===== config.mk =====
export PLATFORM = sky130hd
export DESIGN_NAME = trace_stream_packetiser_flat
export DESIGN_NICKNAME = d
export VERILOG_FILES = /design/src/rtl/trace_stream_packetiser_if.sv /design/src/rtl/trace_stream_packetiser.sv /design/src/flat_wrapper.sv
export SDC_FILE = /design/constraint.sdc
export NUM_CORES = 1
export LEC_CHECK = 0
export CORE_AREA = 2 2 375 377
export DETAILED_ROUTE_END_ITERATION = 16
export DIE_AREA = 0 0 377 379
export DONT_BUFFER_PORTS = 1
export GPL_TIMING_DRIVEN = 0
export SLEW_MARGIN = 30
export SYNTH_ARGS = -nofsm -noshare
export SYNTH_HDL_FRONTEND = slang
export SYNTH_SLANG_ARGS = --single-unit

===== constraint.sdc =====
create_clock -name clk -period 19.1 [get_ports clk]
set_input_delay 5.73 -clock clk [delete_from_list [all_inputs] [get_ports clk]]
set_output_delay 5.73 -clock clk [all_outputs]
set_load 0.01 [all_outputs]

===== src/rtl/trace_stream_packetiser_if.sv =====
// Valid/ready stream carrying packetised trace records toward the trace sink.
interface trace_stream_packetiser_if #(
  parameter int TDATA_WIDTH = 32
) ();
  logic                   tvalid;
  logic                   tready;
  logic [TDATA_WIDTH-1:0] tdata;
  logic                   tlast;

  modport master (output tvalid, output tdata, output tlast, input tready);
  modport slave  (input tvalid, input tdata, input tlast, output tready);
endinterface


===== src/rtl/trace_stream_packetiser.sv =====
// Buffers completed trace records and emits each one as a header beat
// (sequence number + drop count) followed by the record split into stream words.
module trace_stream_packetiser #(
  parameter int RECORD_WIDTH = 160,
  parameter int TDATA_WIDTH  = 32,
  parameter int FIFO_DEPTH   = 8
) (
  input  logic                          clk,
  input  logic                          rst,
  input  logic                          enable_i,
  input  logic                          trace_valid_i,
  input  logic [RECORD_WIDTH-1:0]       trace_data_i,
  trace_stream_packetiser_if.master     m,
  output logic [$clog2(FIFO_DEPTH):0]   fifo_level_o,
  output logic                          overflow_o,
  input  logic                          clear_overflow_i
);
  localparam int WORDS = (RECORD_WIDTH + TDATA_WIDTH - 1) / TDATA_WIDTH;
  localparam int PADW  = WORDS * TDATA_WIDTH;
  localparam int AW    = $clog2(FIFO_DEPTH);
  localparam int LW    = AW + 1;
  localparam int BW    = (WORDS > 1) ? $clog2(WORDS) : 1;

  typedef enum logic [1:0] {IDLE, HEADER, PAYLOAD} state_t;

  state_t                  state_reg;
  logic [BW-1:0]           beat_reg;
  logic [AW-1:0]           wr_ptr_reg, rd_ptr_reg;
  logic [LW-1:0]           count_reg;
  logic [15:0]             seq_reg, drop_reg, snap_reg;
  logic                    overflow_reg, tvalid_reg, tlast_reg;
  logic [TDATA_WIDTH-1:0]  tdata_reg;

  logic [RECORD_WIDTH-1:0] mem [FIFO_DEPTH];
  logic [PADW-1:0]         head_padded;
  logic [TDATA_WIDTH-1:0]  head_words [WORDS];

  logic push_req, full, push, drop, hs, hdr_hs, pop;
  logic [15:0] drop_base, drop_next;

  function automatic logic [TDATA_WIDTH-1:0] header_word(input logic [15:0] seq,
                                                         input logic [15:0] drops);
    logic [TDATA_WIDTH-1:0] w;
    w        = '0;
    w[31:16] = seq;
    w[15:0]  = drops;
    return w;
  endfunction

  // The head record stays in place until its last beat is accepted.
  assign head_padded = PADW'(mem[rd_ptr_reg]);

  genvar gi;
  generate
    for (gi = 0; gi < WORDS; gi++) begin : g_word
      assign head_words[gi] = head_padded[gi*TDATA_WIDTH +: TDATA_WIDTH];
    end
  endgenerate

  always_comb begin
    push_req = trace_valid_i & enable_i;
    full     = (count_reg == LW'(FIFO_DEPTH));
    push     = push_req & ~full;
    drop     = push_req & full;
    hs       = tvalid_reg & m.tready;
    hdr_hs   = hs & (state_reg == HEADER);
    pop      = hs & (state_reg == PAYLOAD) & tlast_reg;
    // Only the drops already reported in the header are retired; later ones survive.
    drop_base = hdr_hs ? (drop_reg - snap_reg) : drop_reg;
    drop_next = (drop && (drop_base != 16'hFFFF)) ? drop_base + 16'd1 : drop_base;
  end

  always_ff @(posedge clk) begin
    if (push) mem[wr_ptr_reg] <= trace_data_i;
  end

  always_ff @(posedge clk or posedge rst) begin
    if (rst) begin
      wr_ptr_reg   <= '0;
      rd_ptr_reg   <= '0;
      count_reg    <= '0;
      drop_reg     <= '0;
      overflow_reg <= 1'b0;
    end else begin
      if (push) wr_ptr_reg <= wr_ptr_reg + AW'(1);
      if (pop)  rd_ptr_reg <= rd_ptr_reg + AW'(1);
      count_reg <= count_reg + LW'(push) - LW'(pop);
      drop_reg  <= drop_next;
      if (drop)                  overflow_reg <= 1'b1;
      else if (clear_overflow_i) overflow_reg <= 1'b0;
    end
  end

  always_ff @(posedge clk or posedge rst) begin
    if (rst) begin
      state_reg  <= IDLE;
      beat_reg   <= '0;
      seq_reg    <= '0;
      snap_reg   <= '0;
      tvalid_reg <= 1'b0;
      tlast_reg  <= 1'b0;
      tdata_reg  <= '0;
    end else begin
      case (state_reg)
        IDLE: begin
          if (count_reg != '0) begin
            state_reg  <= HEADER;
            tvalid_reg <= 1'b1;
            tlast_reg  <= 1'b0;
            tdata_reg  <= header_word(seq_reg, drop_reg);
            snap_reg   <= drop_reg;
          end
        end
        HEADER: begin
          if (hs) begin
            state_reg <= PAYLOAD;
            beat_reg  <= '0;
            tdata_reg <= head_words[0];
            tlast_reg <= (WORDS == 1);
          end
        end
        PAYLOAD: begin
          if (hs) begin
            if (tlast_reg) begin
              seq_reg <= seq_reg + 16'd1;
              // Records behind the head start their header with no idle bubble.
              if (count_reg > LW'(1)) begin
                state_reg <= HEADER;
                tlast_reg <= 1'b0;
                tdata_reg <= header_word(seq_reg + 16'd1, drop_reg);
                snap_reg  <= drop_reg;
              end else begin
                state_reg  <= IDLE;
                tvalid_reg <= 1'b0;
                tlast_reg  <= 1'b0;
                tdata_reg  <= '0;
              end
            end else begin
              beat_reg  <= beat_reg + BW'(1);
              tdata_reg <= head_words[beat_reg + BW'(1)];
              tlast_reg <= ((beat_reg + BW'(1)) == BW'(WORDS - 1));
            end
          end
        end
        default: state_reg <= IDLE;
      endcase
    end
  end

  assign m.tvalid     = tvalid_reg;
  assign m.tdata      = tdata_reg;
  assign m.tlast      = tlast_reg;
  assign fifo_level_o = count_reg;
  assign overflow_o   = overflow_reg;
endmodule

===== src/flat_wrapper.sv =====
// flat-port wrapper written by rule: the top's interface ports become plain ports
module trace_stream_packetiser_flat 
#(
  parameter int RECORD_WIDTH = 160,
  parameter int TDATA_WIDTH  = 32,
  parameter int FIFO_DEPTH   = 8
)
  (clk, rst, enable_i, trace_valid_i, trace_data_i, fifo_level_o, overflow_o, clear_overflow_i, m_tvalid, m_tdata, m_tlast, m_tready);
  trace_stream_packetiser_if #(.TDATA_WIDTH(TDATA_WIDTH)) m_i ();
  input  logic clk;
  input  logic rst;
  input  logic enable_i;
  input  logic trace_valid_i;
  input  logic [RECORD_WIDTH-1:0] trace_data_i;
  output logic [$clog2(FIFO_DEPTH):0] fifo_level_o;
  output logic overflow_o;
  input  logic clear_overflow_i;
  output wire logic [$bits(m_i.tvalid)-1:0] m_tvalid;
  output wire logic [$bits(m_i.tdata)-1:0] m_tdata;
  output wire logic [$bits(m_i.tlast)-1:0] m_tlast;
  input wire logic [$bits(m_i.tready)-1:0] m_tready;
  assign m_tvalid = m_i.tvalid;
  assign m_tdata = m_i.tdata;
  assign m_tlast = m_i.tlast;
  assign m_i.tready = m_tready;
  trace_stream_packetiser #(.RECORD_WIDTH(RECORD_WIDTH), .TDATA_WIDTH(TDATA_WIDTH), .FIFO_DEPTH(FIFO_DEPTH)) u_core (.clk(clk), .rst(rst), .enable_i(enable_i), .trace_valid_i(trace_valid_i), .trace_data_i(trace_data_i), .m(m_i), .fifo_level_o(fifo_level_o), .overflow_o(overflow_o), .clear_overflow_i(clear_overflow_i));
endmodule

==> qor.yml <==
grt_pass1_vias: 28890
hold_slack_ps: 503
synth_warnings: 0
drv_cap: 0
worstMarginPinSlew_ps: 962
final_hold_viol_count: 0
totalWireLength_um: 146000
power_density_nw_per_um2: 105
grt_util_met1_pct: 27.0
synth_ff_type: "edfxtp_1"
grt_pass1_wl_um: 209000
top_usage_layer: "met2"
hold_buffers: 0
htree_num_levels: 4
dieArea_um2: 143000
met3_usage_pct: 6.66
vias: 27891
finalPower_mw: 6.80
path_class: "input pin to register"
place_hpwl_um: 105000
syn_nets: 2924
cts_buffers: 144
drt_iter0_markers: 3170
ios: 205
crit_fanout: 7
die_x_um: 377
row_count: 137
clock-root-buffer: "clkbuf_16"
async_reset_ff_share_pct: 7.11
finalSetupViolations: 0
drive_gt1_share_pct: 27.6
clkTransAtPathRegs_ps: 60
cts_resized: 0
grt_start_max_net_pins: 52
met2_usage_pct: 33.6
place.gp.congestion: 0.894
routed_via_density: 5.66
mostFrequentLayoutCells: "edfxtp_1, mux4_2, clkbuf_16, nand2_1, dfrtp_1"
leakage_nw: 20.6
wl_per_cell_um: 29.6
outcome: "finished clean"
cts_tree: "built"
portBuffers: 0
diodes: 0
postCtsSetupRepairBufs: 0
hold_path_class: "register to register"
rsz0062_at_grt: "no"
period_needed_ps: 7490
first_pass_iters: 5
antenna_found_initial: 9
ys_ff_latch: 1378
fillers: 11353
netlist_instances: 2724
peakVddDrop_mv: 0.101
core_area_um2: 139000
synth_edf_count: 1280
max_freq_mhz: 133
worst_skew_pair.late_latency_ps: 780
worstPathRequired_ps: 19580
worst_setup_path_end_kind: "register"
start_kind: "input pin"
ys_seq_area_share_pct: 74.1
slew_viol_final: 0
initial_core_util_pct: 39.7
syn_to_final_growth_pct: 17.1
die_height_um: 379
finalNetCount: 3209
overflow: 0
syn_area_per_cell_um2: 20.3
clockBufferDepth: 3
arrival_ps: 7970
syn_area_um2: 55200
maxSlewHeadroom_pct: 35.9
ant_nets: 0
ys_types: 82
clock_sinks: 1378
drcViolationCount: 0
track_usage_pct: 20.7
timing.final.crit_share_pct: 39.2
skew_ps: 19.4
final_common_cell: "edfxtp_1"
largest_reg_flops: 1280
==> cell usage after synthesis (all sizes together) (8+ instances only) <==
library cell	number	share of area [%]
nor2	46	0.31
nor3	29	0.29
mux2	66	1.3
xor2	13	0.21
inv	37	0.25
ha	32	0.73
nand3	31	0.34
nand2	138	0.94
a22oi	44	0.60
a221o	10	0.18
clkbuf	61	0.41
mux4	352	14
mux2i	41	0.74
xnor2	28	0.46
edfxtp	1280	70
a21oi	62	0.60
a31oi	13	0.16
buf	90	0.95
dfrtp	98	4.4
nand4	11	0.12
nor2b	23	0.26
nand2b	10	0.11
o21ai	116	1.1
and3	14	0.16
or3	8	0.091
==> critical path, cell delays in order <==
cell     delay (ps)
nand2_1          60
nor2_1          250
nand2_1         280
nor3_2          380
buf_4           260
buf_4           210
buf_4           200
buf_4           190
buf_4           190
buf_4           190
==> layer usage <==
| layer | vias to the layer above | share of wire (%) |
|---|---|---|
| met4 | 4 | 1.9 |
| met2 | 1001 | 49 |
| met5 | - | 0.023 |
| li1 | 11818 | - |
| met3 | 180 | 9.0 |
| met1 | 14888 | 40 |
==> power breakdown <==
part / internal (mW) / leakage, nW / switching [mW]
clock network: 1.58 / 2.23 / 1.15
registers: 3.52 / 12.9 / 0.0582
logic: 0.206 / 5.46 / 0.278
total: 5.31 / 20.6 / 1.49
==> cell type report <==
cell class                 count  area (um^2)  area share (%)
timing repair buffer         139         2490            3.86
buffer                       151          763            1.18
clock buffer                 181         3850            5.96
sequential                  1378        40900            63.3
clock inverter                81          766            1.18
inverter                      38          148           0.228
tap                         1807         2260            3.50
multi-input combinational   1157        13500            20.8
==> worst paths after layout <==
kind                                            from                  to  cells past startpoint  slack (ps)
max in group asynchronous                        rst  u_core.snap_reg[5]                      2       13570
worst min register to register    u_core.beat_reg[2]  u_core.beat_reg[2]                      2         500
worst max register to register  u_core.rd_ptr_reg[1]   u_core.m.tdata[2]                      9       15050
worst min-delay path              u_core.beat_reg[2]  u_core.beat_reg[2]                      2         500
worst max-delay path                   trace_valid_i  u_core.mem[1][103]                     10       11610
min in group asynchronous                        rst      u_core.m.tlast                      1        4870
==> stage by stage <==
| stage | setup WS, ps | setup TNS [ps] | util (%) | area (um^2) | instances |
|---|---|---|---|---|---|
| after floorplan | 1260 | 0 | - | 55200 | 2724 |
| after detailed placement | 10840 | 0 | 43.2 | 60000 | 4670 |
| after CTS | 11670 | 0 | 46.5 | 64600 | 4932 |
| final | 11610 | 0 | 46.5 | 64600 | 4932 |
| after global placement | -12310 | -6491970 | 41.4 | 57400 | 4531 |
| after global routing | 11520 | 0 | 46.5 | 64600 | 4932 |
==> cell families (layout without fill, tap and decap cells) <==
| kind of cell | Yosys count | count (layout) | share of synthesized area (%) |
|---|---|---|---|
| adders and majority gates | 34 | 34 | 0.798 |
| AOI/OAI and AO/OA | 294 | 294 | 3.45 |
| xor gates and xnor gates | 41 | 41 | 0.664 |
| and+or+nand+nor | 329 | 329 | 2.92 |
| buffers and inverters | 189 | 590 | 1.62 |
| muxes | 459 | 459 | 16.5 |
| DFF | 1378 | 1378 | 74.1 |
(Power assumes the default switching activity.)
